--- config.mk ---
export PLATFORM = sky130hd
export DESIGN_NAME = main_mode_controller
export DESIGN_NICKNAME = d
export VERILOG_FILES = /design/src/rtl/mode_pkg.sv /design/src/rtl/btn_hold_detector.sv /design/src/rtl/main_mode_controller.sv
export SDC_FILE = /design/constraint.sdc
export NUM_CORES = 1
export LEC_CHECK = 0
export ABC_AREA = 1
export ABC_CLOCK_PERIOD_IN_PS = 2900
export CORE_UTILIZATION = 62
export CTS_CLUSTER_DIAMETER = 80
export DETAILED_ROUTE_END_ITERATION = 8
export PLACE_DENSITY = 0.83
export SYNTH_ARGS = -nofsm -noshare
export SYNTH_HDL_FRONTEND = slang
export SYNTH_HIERARCHICAL = 1
export SYNTH_SLANG_ARGS = --single-unit
--- constraint.sdc ---
create_clock -name clk -period 2.9 [get_ports clk]
set_input_delay 0.87 -clock clk [delete_from_list [all_inputs] [get_ports clk]]
set_output_delay 0.87 -clock clk [all_outputs]
set_load 0.01 [all_outputs]
--- src/rtl/mode_pkg.sv ---
// mode_pkg: main-mode encodings and controller state shared by the mode arbiter and the drawers.
package mode_pkg;
  localparam logic [1:0] MODE_WELCOME = 2'b01;
  localparam logic [1:0] MODE_CALC = 2'b10;
  localparam logic [1:0] MODE_GRAPH = 2'b11;
  localparam int FCNT_W = 4;
  typedef enum logic [1:0] {ST_IDLE, ST_BLANK, ST_DROP} state_t;
  function automatic logic [1:0] mode_owner(input logic [1:0] mode);
    return mode - 2'd1;
  endfunction
  function automatic logic mode_legal(input logic [1:0] mode);
    return mode == MODE_WELCOME || mode == MODE_CALC || mode == MODE_GRAPH;
  endfunction
endpackage

--- src/rtl/btn_hold_detector.sv ---
// btn_hold_detector: one-cycle pulse once a level has been high for HOLD consecutive cycles.
module btn_hold_detector #(
  parameter int HOLD = 25_000_000
) (
  input  logic clk,
  input  logic rst_n,
  input  logic level,
  input  logic clr,
  input  logic en,
  output logic hold_hit
);
  localparam int W = $clog2(HOLD + 1);
  logic [W-1:0] cnt;
  // Saturating at HOLD means the HOLD-1 match happens once per press, so the pulse re-arms only on release.
  always_ff @(posedge clk) begin
    if (!rst_n || clr || !level) begin
      cnt <= '0;
      hold_hit <= 1'b0;
    end else if (en) begin
      cnt <= (cnt == W'(HOLD)) ? cnt : cnt + 1'b1;
      hold_hit <= cnt == W'(HOLD - 1);
    end else begin
      hold_hit <= 1'b0;
    end
  end
endmodule

--- src/rtl/main_mode_controller.sv ---
// main_mode_controller: arbitrates main-mode switches, committing them on frame boundaries behind a blanking window.
module main_mode_controller
  import mode_pkg::*;
#(
  parameter int NUM_CLIENTS = 3,
  parameter int SETTLE_FRAMES = 2,
  parameter int HOME_HOLD_CYCLES = 25_000_000
) (
  input  logic                     clk,
  input  logic                     rst_n,
  input  logic                     frame_start,
  input  logic                     home_btn,
  input  logic [NUM_CLIENTS-1:0]   mode_req,
  input  logic [2*NUM_CLIENTS-1:0] mode_target,
  output logic [NUM_CLIENTS-1:0]   mode_ack,
  output logic [1:0]               current_main_mode,
  output logic                     mode_blank
);
  state_t state, state_n;
  logic [1:0] mode_n, target, target_n, grant, grant_n, own, req_t;
  logic internal, internal_n, blank_n, req_v, grant_req, hold_hit, home_req;
  logic [NUM_CLIENTS-1:0] ack_n;
  logic [FCNT_W-1:0] fcnt, fcnt_n;

  btn_hold_detector #(.HOLD(HOME_HOLD_CYCLES)) u_hold (
    .clk(clk),
    .rst_n(rst_n),
    .level(home_btn),
    .clr(1'b0),
    .en(1'b1),
    .hold_hit(hold_hit)
  );

  always_comb begin
    own = mode_owner(current_main_mode);
    req_v = 1'b0;
    req_t = 2'b00;
    grant_req = 1'b0;
    for (int i = 0; i < NUM_CLIENTS; i++) begin
      if (own == 2'(i)) begin
        req_v = mode_req[i];
        req_t = mode_target[2*i +: 2];
      end
      if (grant == 2'(i)) grant_req = mode_req[i];
    end
    home_req = hold_hit && current_main_mode != MODE_WELCOME;
    state_n = state;
    mode_n = current_main_mode;
    ack_n = '0;
    blank_n = mode_blank;
    target_n = target;
    grant_n = grant;
    internal_n = internal;
    fcnt_n = fcnt;
    case (state)
      ST_IDLE: begin
        if (home_req) begin
          target_n = MODE_WELCOME;
          internal_n = 1'b1;
          blank_n = 1'b1;
          fcnt_n = '0;
          state_n = ST_BLANK;
        end else if (req_v) begin
          grant_n = own;
          internal_n = 1'b0;
          if (mode_legal(req_t) && req_t != current_main_mode) begin
            target_n = req_t;
            blank_n = 1'b1;
            fcnt_n = '0;
            state_n = ST_BLANK;
          end else begin
            ack_n = NUM_CLIENTS'(1) << own;
            state_n = ST_DROP;
          end
        end
      end
      ST_BLANK: begin
        if (frame_start) begin
          fcnt_n = fcnt + 1'b1;
          if (fcnt == FCNT_W'(SETTLE_FRAMES - 1)) begin
            mode_n = target;
            ack_n = internal ? '0 : NUM_CLIENTS'(1) << grant;
            state_n = ST_DROP;
          end
        end
      end
      ST_DROP: begin
        if (internal ? !home_btn : !grant_req) begin
          blank_n = 1'b0;
          state_n = ST_IDLE;
        end
      end
      default: state_n = ST_IDLE;
    endcase
  end

  always_ff @(posedge clk) begin
    if (!rst_n) begin
      state <= ST_IDLE;
      current_main_mode <= MODE_WELCOME;
      mode_ack <= '0;
      mode_blank <= 1'b0;
      target <= MODE_WELCOME;
      grant <= 2'd0;
      internal <= 1'b0;
      fcnt <= '0;
    end else begin
      state <= state_n;
      current_main_mode <= mode_n;
      mode_ack <= ack_n;
      mode_blank <= blank_n;
      target <= target_n;
      grant <= grant_n;
      internal <= internal_n;
      fcnt <= fcnt_n;
    end
  end
endmodule

==> results.sh <==
export IMPL_outcome="complete, no violations"
export IMPL_synth_xor_xnor_area_share=0.0366
export IMPL_ios=19
export IMPL_synth_compound_area_share=0.119
export IMPL_min_from="mode_blank"
export IMPL_tightest_slew_ns=0.636
export IMPL_relSlewSlack=0.576
export IMPL_fin_crit_ns=2.21
export IMPL_endpoint_kind="primary output"
export IMPL_synth_area_top_cells="dfxtp_1 30%, nand2_1 17%, nor2_1 7.7%, nand3_1 6.1%, a21oi_2 5.8%"
export IMPL_portBuffers=18
export IMPL_finalHoldViolCount=0
export IMPL_post_cts_setup_buffers=0
export IMPL_regArea_sq_um=861
export IMPL_path_clk_slew_ns=0.08
export IMPL_drive_gt1_frac=0.123
export IMPL_cpPeakStageDelay_ns=0.58
export IMPL_worstPathRequired_ns=2.03
export IMPL_crit_fanout=7
export IMPL_crit_arrival_ns=1.34
export IMPL_htree_levels=2
export IMPL_grt_use_total=0.276
export IMPL_tns_ns=0
export IMPL_root_buffer="clkbuf_8"
export IMPL_gp_congestion=0.914
export IMPL_via_per_inst=5.36
export IMPL_synth_top_cell_area_share=0.300
export IMPL_grt_pass1_vias=2610
export IMPL_row_count=24
export IMPL_maxCapViolations=0
export IMPL_path_class="register to primary output"
export IMPL_final_setup_skew_ns=0.00536
export IMPL_die_w_um=70.1
export IMPL_cts_sinks=43
export IMPL_synthSimpleGateAreaFrac=0.426
export IMPL_power_density_nw_per_um2=367
export IMPL_grt_pass1_wl_mm=11.0
export IMPL_seq_area_frac_synth=0.300
export IMPL_nets=483
export IMPL_numCtsBuffers=5
export IMPL_ys_warn_count=6
export IMPL_dieArea_sq_um=4910
export IMPL_cts_resized=0
export IMPL_grt_ovfl_total=0
export IMPL_hpwl_mm=4.74
export IMPL_diodes=0
export IMPL_dr_pass1_iters=4
export IMPL_post_synth_top_count_cell="nand2_1"
export IMPL_cp_cell_sequence="clkdlybuf4s50_1"
export IMPL_start_util=0.651
export IMPL_cellLeakagePower_nw=1.19
export IMPL_wl_per_cell_um=12.3
export IMPL_vias=2761
export IMPL_ys_types=34
export IMPL_antenna_found_initial=0
export IMPL_rsz0062_at_grt="no"
export IMPL_synth_area_leader_cell="dfxtp_1"
export IMPL_drt_total_wl_mm=6.34
export IMPL_min_path_cells=2
export IMPL_hold_end="mode_blank"
export IMPL_synth_common_cells="132 x nand2_1, 59 x nor2_1, 43 x dfxtp_1"
export IMPL_area_delta_synth_final_pct=10.3
export IMPL_cts_hold_fix_buffers=0
export IMPL_ys_ff_latch=43
export IMPL_hp_class="register to register"
export IMPL_fill_cells=391
export IMPL_synth_top_family_by_area="simple AND/OR/NAND/NOR gates"
export IMPL_drtIter0Drc=204
export IMPL_r2r_slack_ns=0.86
export IMPL_synth_edf_count=0
export IMPL_cts_tree="built"
export IMPL_multi_input_area_sq_um=1790
export IMPL_fmax_mhz=453
export IMPL_cpLargestDelayFamily="buffers and inverters"
export IMPL_r2r_end="mode_ack[0]"
export IMPL_rr_startpoint="current_main_mode[0]"
export IMPL_synth_area_per_cell_sq_um=6.56
export IMPL_synthAdderAreaFrac=0.0348
export IMPL_path_buf_inv=1
export IMPL_muxShareOfSynthArea=0
export IMPL_worstRegToRegCells=13
export IMPL_setup_viol_count_final=0
export IMPL_irDropWorstVdd_uv=265
export IMPL_synthFlopType="dfxtp_1"
export IMPL_clock_path_buffers=2
export IMPL_placeableCoreArea_sq_um=4410
export IMPL_slew_viol_final=0
export IMPL_whs_ns=0.464
export IMPL_grt_max_degree=24
export IMPL_clk_latency_ns=0.29
export IMPL_syn_inst=438
export IMPL_die_y_um=70.1
export IMPL_layout_worst_path_cycle_share=0.762
export IMPL_drc=0
export IMPL_cpMaxStageDelayCell="clkdlybuf4s50_1"
export IMPL_startpoint_type="register"
export IMPL_ant_nets=0
export IMPL_async_flop_share=0
export IMPL_syn_cell_area_sq_um=2870
layout by cell type, fill, tap and decap left out, types with 3 or more instances in the layout:
cell type | synthesis | layout
nand2_1 | 132 | 132
nor2_1 | 59 | 59
dfxtp_1 | 43 | 43
inv_1 | 41 | 41
nand3_1 | 35 | 35
a21oi_1 | 19 | 19
a21oi_2 | 19 | 19
clkdlybuf4s50_1 | 0 | 18
o21ai_0 | 11 | 11
nand2_2 | 10 | 10
ha_1 | 8 | 8
nand4_1 | 7 | 7
xor2_1 | 7 | 7
conb_1 | 2 | 6
xnor2_1 | 5 | 5
clkbuf_8 | 0 | 5
nor2_4 | 5 | 5
nor2_2 | 4 | 4
nand3b_1 | 4 | 4
nand3_4 | 3 | 3
nor3_1 | 3 | 3
clkinv_2 | 0 | 3
buf_4 | 1 | 3
per-layer routing:
layer  GRT usage  up-vias  share of wire
met2       0.499       59           0.51
met4       0.124        0          0.021
li1            -     1430              -
met1       0.315     1260           0.44
met5           0        -              0
met3      0.0476       12          0.037
cell families after synthesis:
logic type                 Yosys count
and+or+nand+nor                    268
buffers and inverters               52
xor gates and xnor gates            12
AOI/OAI and AO/OA                   53
adders and majority gates            8
DFF                                 43
other                                2
worst max path at each step:
| stage | startpoint | endpoint | slack [ns] | cells after the start |
|---|---|---|---|---|
| 2_1_floorplan | mode_target[5] | target[0] | 1.06 | 9 |
| 3_3_place_gp | frame_start | mode_ack[0] | 0.57 | 7 |
| 3_5_place_dp | mode_req[1] | mode_ack[0] | 0.51 | 9 |
| 4_1_cts | current_main_mode[0] | current_main_mode[0] | 0.68 | 1 |
| 5_1_grt | mode_req[1] | mode_ack[2] | 0.62 | 9 |
| 6_report | current_main_mode[0] | current_main_mode[0] | 0.69 | 1 |
where the power goes:
part	total (mW)	internal, mW	switching, mW
Sequential	0.625	0.609	0.0157
Combinational	0.168	0.0657	0.102
Clock	0.369	0.165	0.204
Total	1.16	0.840	0.322
layout make-up:
class / instances / share of cell area
Multi-Input combinational cell: 347 / 0.566
Timing Repair Buffer: 21 / 0.0639
Inverter: 44 / 0.0521
Clock inverter: 3 / 0.00474
Sequential cell: 43 / 0.272
Tap cell: 52 / 0.0205
Clock buffer: 5 / 0.0217
sequential cells by signal, indices dropped and copies added, names as in the netlist:
| name | cells |
|---|---|
| u_hold/cnt | 25 |
| fcnt | 4 |
| mode_ack | 3 |
| current_main_mode | 2 |
| grant | 2 |
| state | 2 |
| target | 2 |
| internal | 1 |
| mode_blank | 1 |
| u_hold/hold_hit | 1 |
per-stage QoR:
stage | power, mW | util | worst slack, ns | cell area (sq um) | cells
2_1_floorplan | 0.760 | - | 1.06 | 2890 | 442
3_3_place_gp | 0.801 | 0.699 | 0.570 | 3090 | 507
3_5_place_dp | 0.806 | 0.699 | 0.513 | 3090 | 507
4_1_cts | 1.17 | 0.718 | 0.680 | 3170 | 515
5_1_grt | 1.22 | 0.718 | 0.618 | 3170 | 515
6_report | 1.16 | 0.718 | 0.690 | 3170 | 515
(Power assumes the default switching activity.)
==> variant (same settings) <==
Add an input register stage for `home_btn`, `mode_req` and `mode_target`, without a reset; this delays them by one clock. The other inputs are not delayed to match.
--- a/src/rtl/main_mode_controller.sv
+++ b/src/rtl/main_mode_controller.sv
@@ -17,4 +17,15 @@
   output logic                     mode_blank
 );
+
+  logic home_btn_q;
+  logic [NUM_CLIENTS-1:0] mode_req_q;
+  logic [2*NUM_CLIENTS-1:0] mode_target_q;
+
+  always_ff @(posedge clk) begin
+    home_btn_q    <= home_btn;
+    mode_req_q    <= mode_req;
+    mode_target_q <= mode_target;
+  end
+
   state_t state, state_n;
   logic [1:0] mode_n, target, target_n, grant, grant_n, own, req_t;
@@ -26,5 +37,5 @@
     .clk(clk),
     .rst_n(rst_n),
-    .level(home_btn),
+    .level(home_btn_q),
     .clr(1'b0),
     .en(1'b1),
@@ -39,8 +50,8 @@
     for (int i = 0; i < NUM_CLIENTS; i++) begin
       if (own == 2'(i)) begin
-        req_v = mode_req[i];
-        req_t = mode_target[2*i +: 2];
+        req_v = mode_req_q[i];
+        req_t = mode_target_q[2*i +: 2];
       end
-      if (grant == 2'(i)) grant_req = mode_req[i];
+      if (grant == 2'(i)) grant_req = mode_req_q[i];
     end
     home_req = hold_hit && current_main_mode != MODE_WELCOME;
@@ -86,5 +97,5 @@
       end
       ST_DROP: begin
-        if (internal ? !home_btn : !grant_req) begin
+        if (internal ? !home_btn_q : !grant_req) begin
           blank_n = 1'b0;
           state_n = ST_IDLE;
Check against the original RTL: not equivalent (a bounded check fails within 4 cycles, from zero or initial values and one cycle with rst_n low).
==> variant against the unedited design <==
Sequential power grew 29%; non-clock buffer count is 2 lower; synthesized cell count grew 2.3%; cell area increased by 8.3%; sequential cell count up 10; hold slack better by 0.0070 ns; synthesized area grew 7.2%; total power rose by 46%; wire length rose by 2.4%; maximum frequency is 1.2% lower; worst setup slack worse by 0.027 ns; clock power up 58%; critical endpoint is now current_main_mode[1]; highest routed layer unchanged.
==> variant: results (changes against the unedited design) <==
| Metric | Value |
|---|---|
| Clk_skew | 0.00332 ns (-0.00204 ns) |
| Initial antenna violation count | 0 (unchanged) |
| Crit path DAT | 1.37 ns (+0.03 ns) |
| Fill count | 428 (+9.5%) |
| Initial DRC Count | 91 (-55%) |
| Biggest registers after layout | u_hold/cnt (25), mode_target_q (6), fcnt (4) |
| Net count, final | 491 (+1.7%) |
| Pin count of the biggest net entering global routing | 25 (+4.2%) |
| First-pass GRT wire length | 11200 um (+1.4%) |
| Gpl congestion | 0.893 (-2.3%) |
| Yosys cell types | 32 (-5.9%) |
| Area contributors post-synth | dfxtp_1 34%, nand2_1 17%, nor2_1 6.5% |
| Worst vdd ir | 0.269 mV (+1.5%) |
| Crit Reg-Reg Endpoint | u_hold/cnt[17] |
| Flop2flop setup slack | 0.94 ns (+0.08 ns) |
| Leak | 1.29 nW (+9.1%) |
| Worst-case reg-to-reg path depth | 9 (-4) |
| Worst r2r src | u_hold/cnt[0] |
| Final WL | 6490 um (+2.4%) |
| Worst Setup Slack post-DPL | 0.604 ns (+0.0910 ns) |
| HPWL Detailed | 4760 um (+0.29%) |
| TritonRoute pass-1 iters | 5 (+1) |
| Layout cells sized above 1 | 13.6% (+1.3 points) |
| GRT Overall Usage | 26.9% (-0.76 points) |
| Slew margin rel. | 55.6% (-2.0 points) |
| Vias per cell | 5.23 (-2.4%) |
| Outcome | finished, final reports clean |
| Vias in the first global route | 2600 (-0.38%) |
| Cell family with most CP delay | buffers and inverters |
| Synth cell count leaders | 139 x nand2_1, 53 x dfxtp_1, 53 x nor2_1, 41 x inv_1, 31 x nand3_1 |
| Internal | 1.23 mW (+46%) |
## variant: cell families after synthesis
| logic type | share of synthesized area (%) |
|---|---|
| AND/OR/NAND/NOR | 39.2 |
| buffers and inverters | 7.76 |
| AO/OA/AOI/OAI | 11.5 |
| flip-flops | 34.4 |
| XOR/XNOR | 3.70 |
| adder cells (fa/ha/maj) | 3.25 |
| other | 0.244 |
## variant: final cells by class
cell class,count,area (um2),share of cell area (%)
clock inverters,3,65.1,1.89
multi-input cells,345,1800,52.3
inverters,46,173,5.03
flip-flops and latches,53,1060,30.9
repair buffers,19,188,5.46
well taps,67,83.8,2.44
clock buffers,5,68.8,2.00
## variant: tightest hold or removal path, stage by stage, from the launching register on
cell and delay, ns:
dfxtp_1 0.32, nand2_1 0.06, a21oi_1 0.05
## variant: metrics by stage
stage	cell area [um2]	hold slack, ns	util [%]	std cells	total power [mW]
final	3430	0.471	72.2	538	1.70
after global placement	3300	0.459	69.4	530	1.13
after global routing	3430	0.507	72.2	538	1.80
after CTS	3430	0.473	72.2	538	1.71
after floorplan	3100	0.429	-	452	1.06
after detailed placement	3300	0.458	69.4	530	1.13
## variant: per-layer routing
metal	vias to the layer above	share of wire, %	global-route usage [%]
li1	1453	-	-
met1	1291	44	30.6
met2	58	50	49.9
met3	13	4.0	5.28
met4	0	2.2	8.50
met5	-	0	0
## variant: worst max-delay path by stage
stage	from	slack, ns	to
floorplan	rst_n	1.20	u_hold/cnt[18]
global placement	rst_n	0.60	u_hold/hold_hit
detailed placement	rst_n	0.60	u_hold/hold_hit
CTS	current_main_mode[0]	0.66	current_main_mode[0]
global route	current_main_mode[1]	0.60	current_main_mode[1]
finish	current_main_mode[1]	0.66	current_main_mode[1]
## variant: power groups by stage
stage                     registers, mW  clock network, mW  logic [mW]
after floorplan                   0.817                  0       0.240
after global placement            0.821                  0       0.306
after detailed placement          0.821                  0       0.311
after CTS                         0.805              0.593       0.314
after global routing              0.811              0.627       0.364
final                             0.805              0.583       0.314
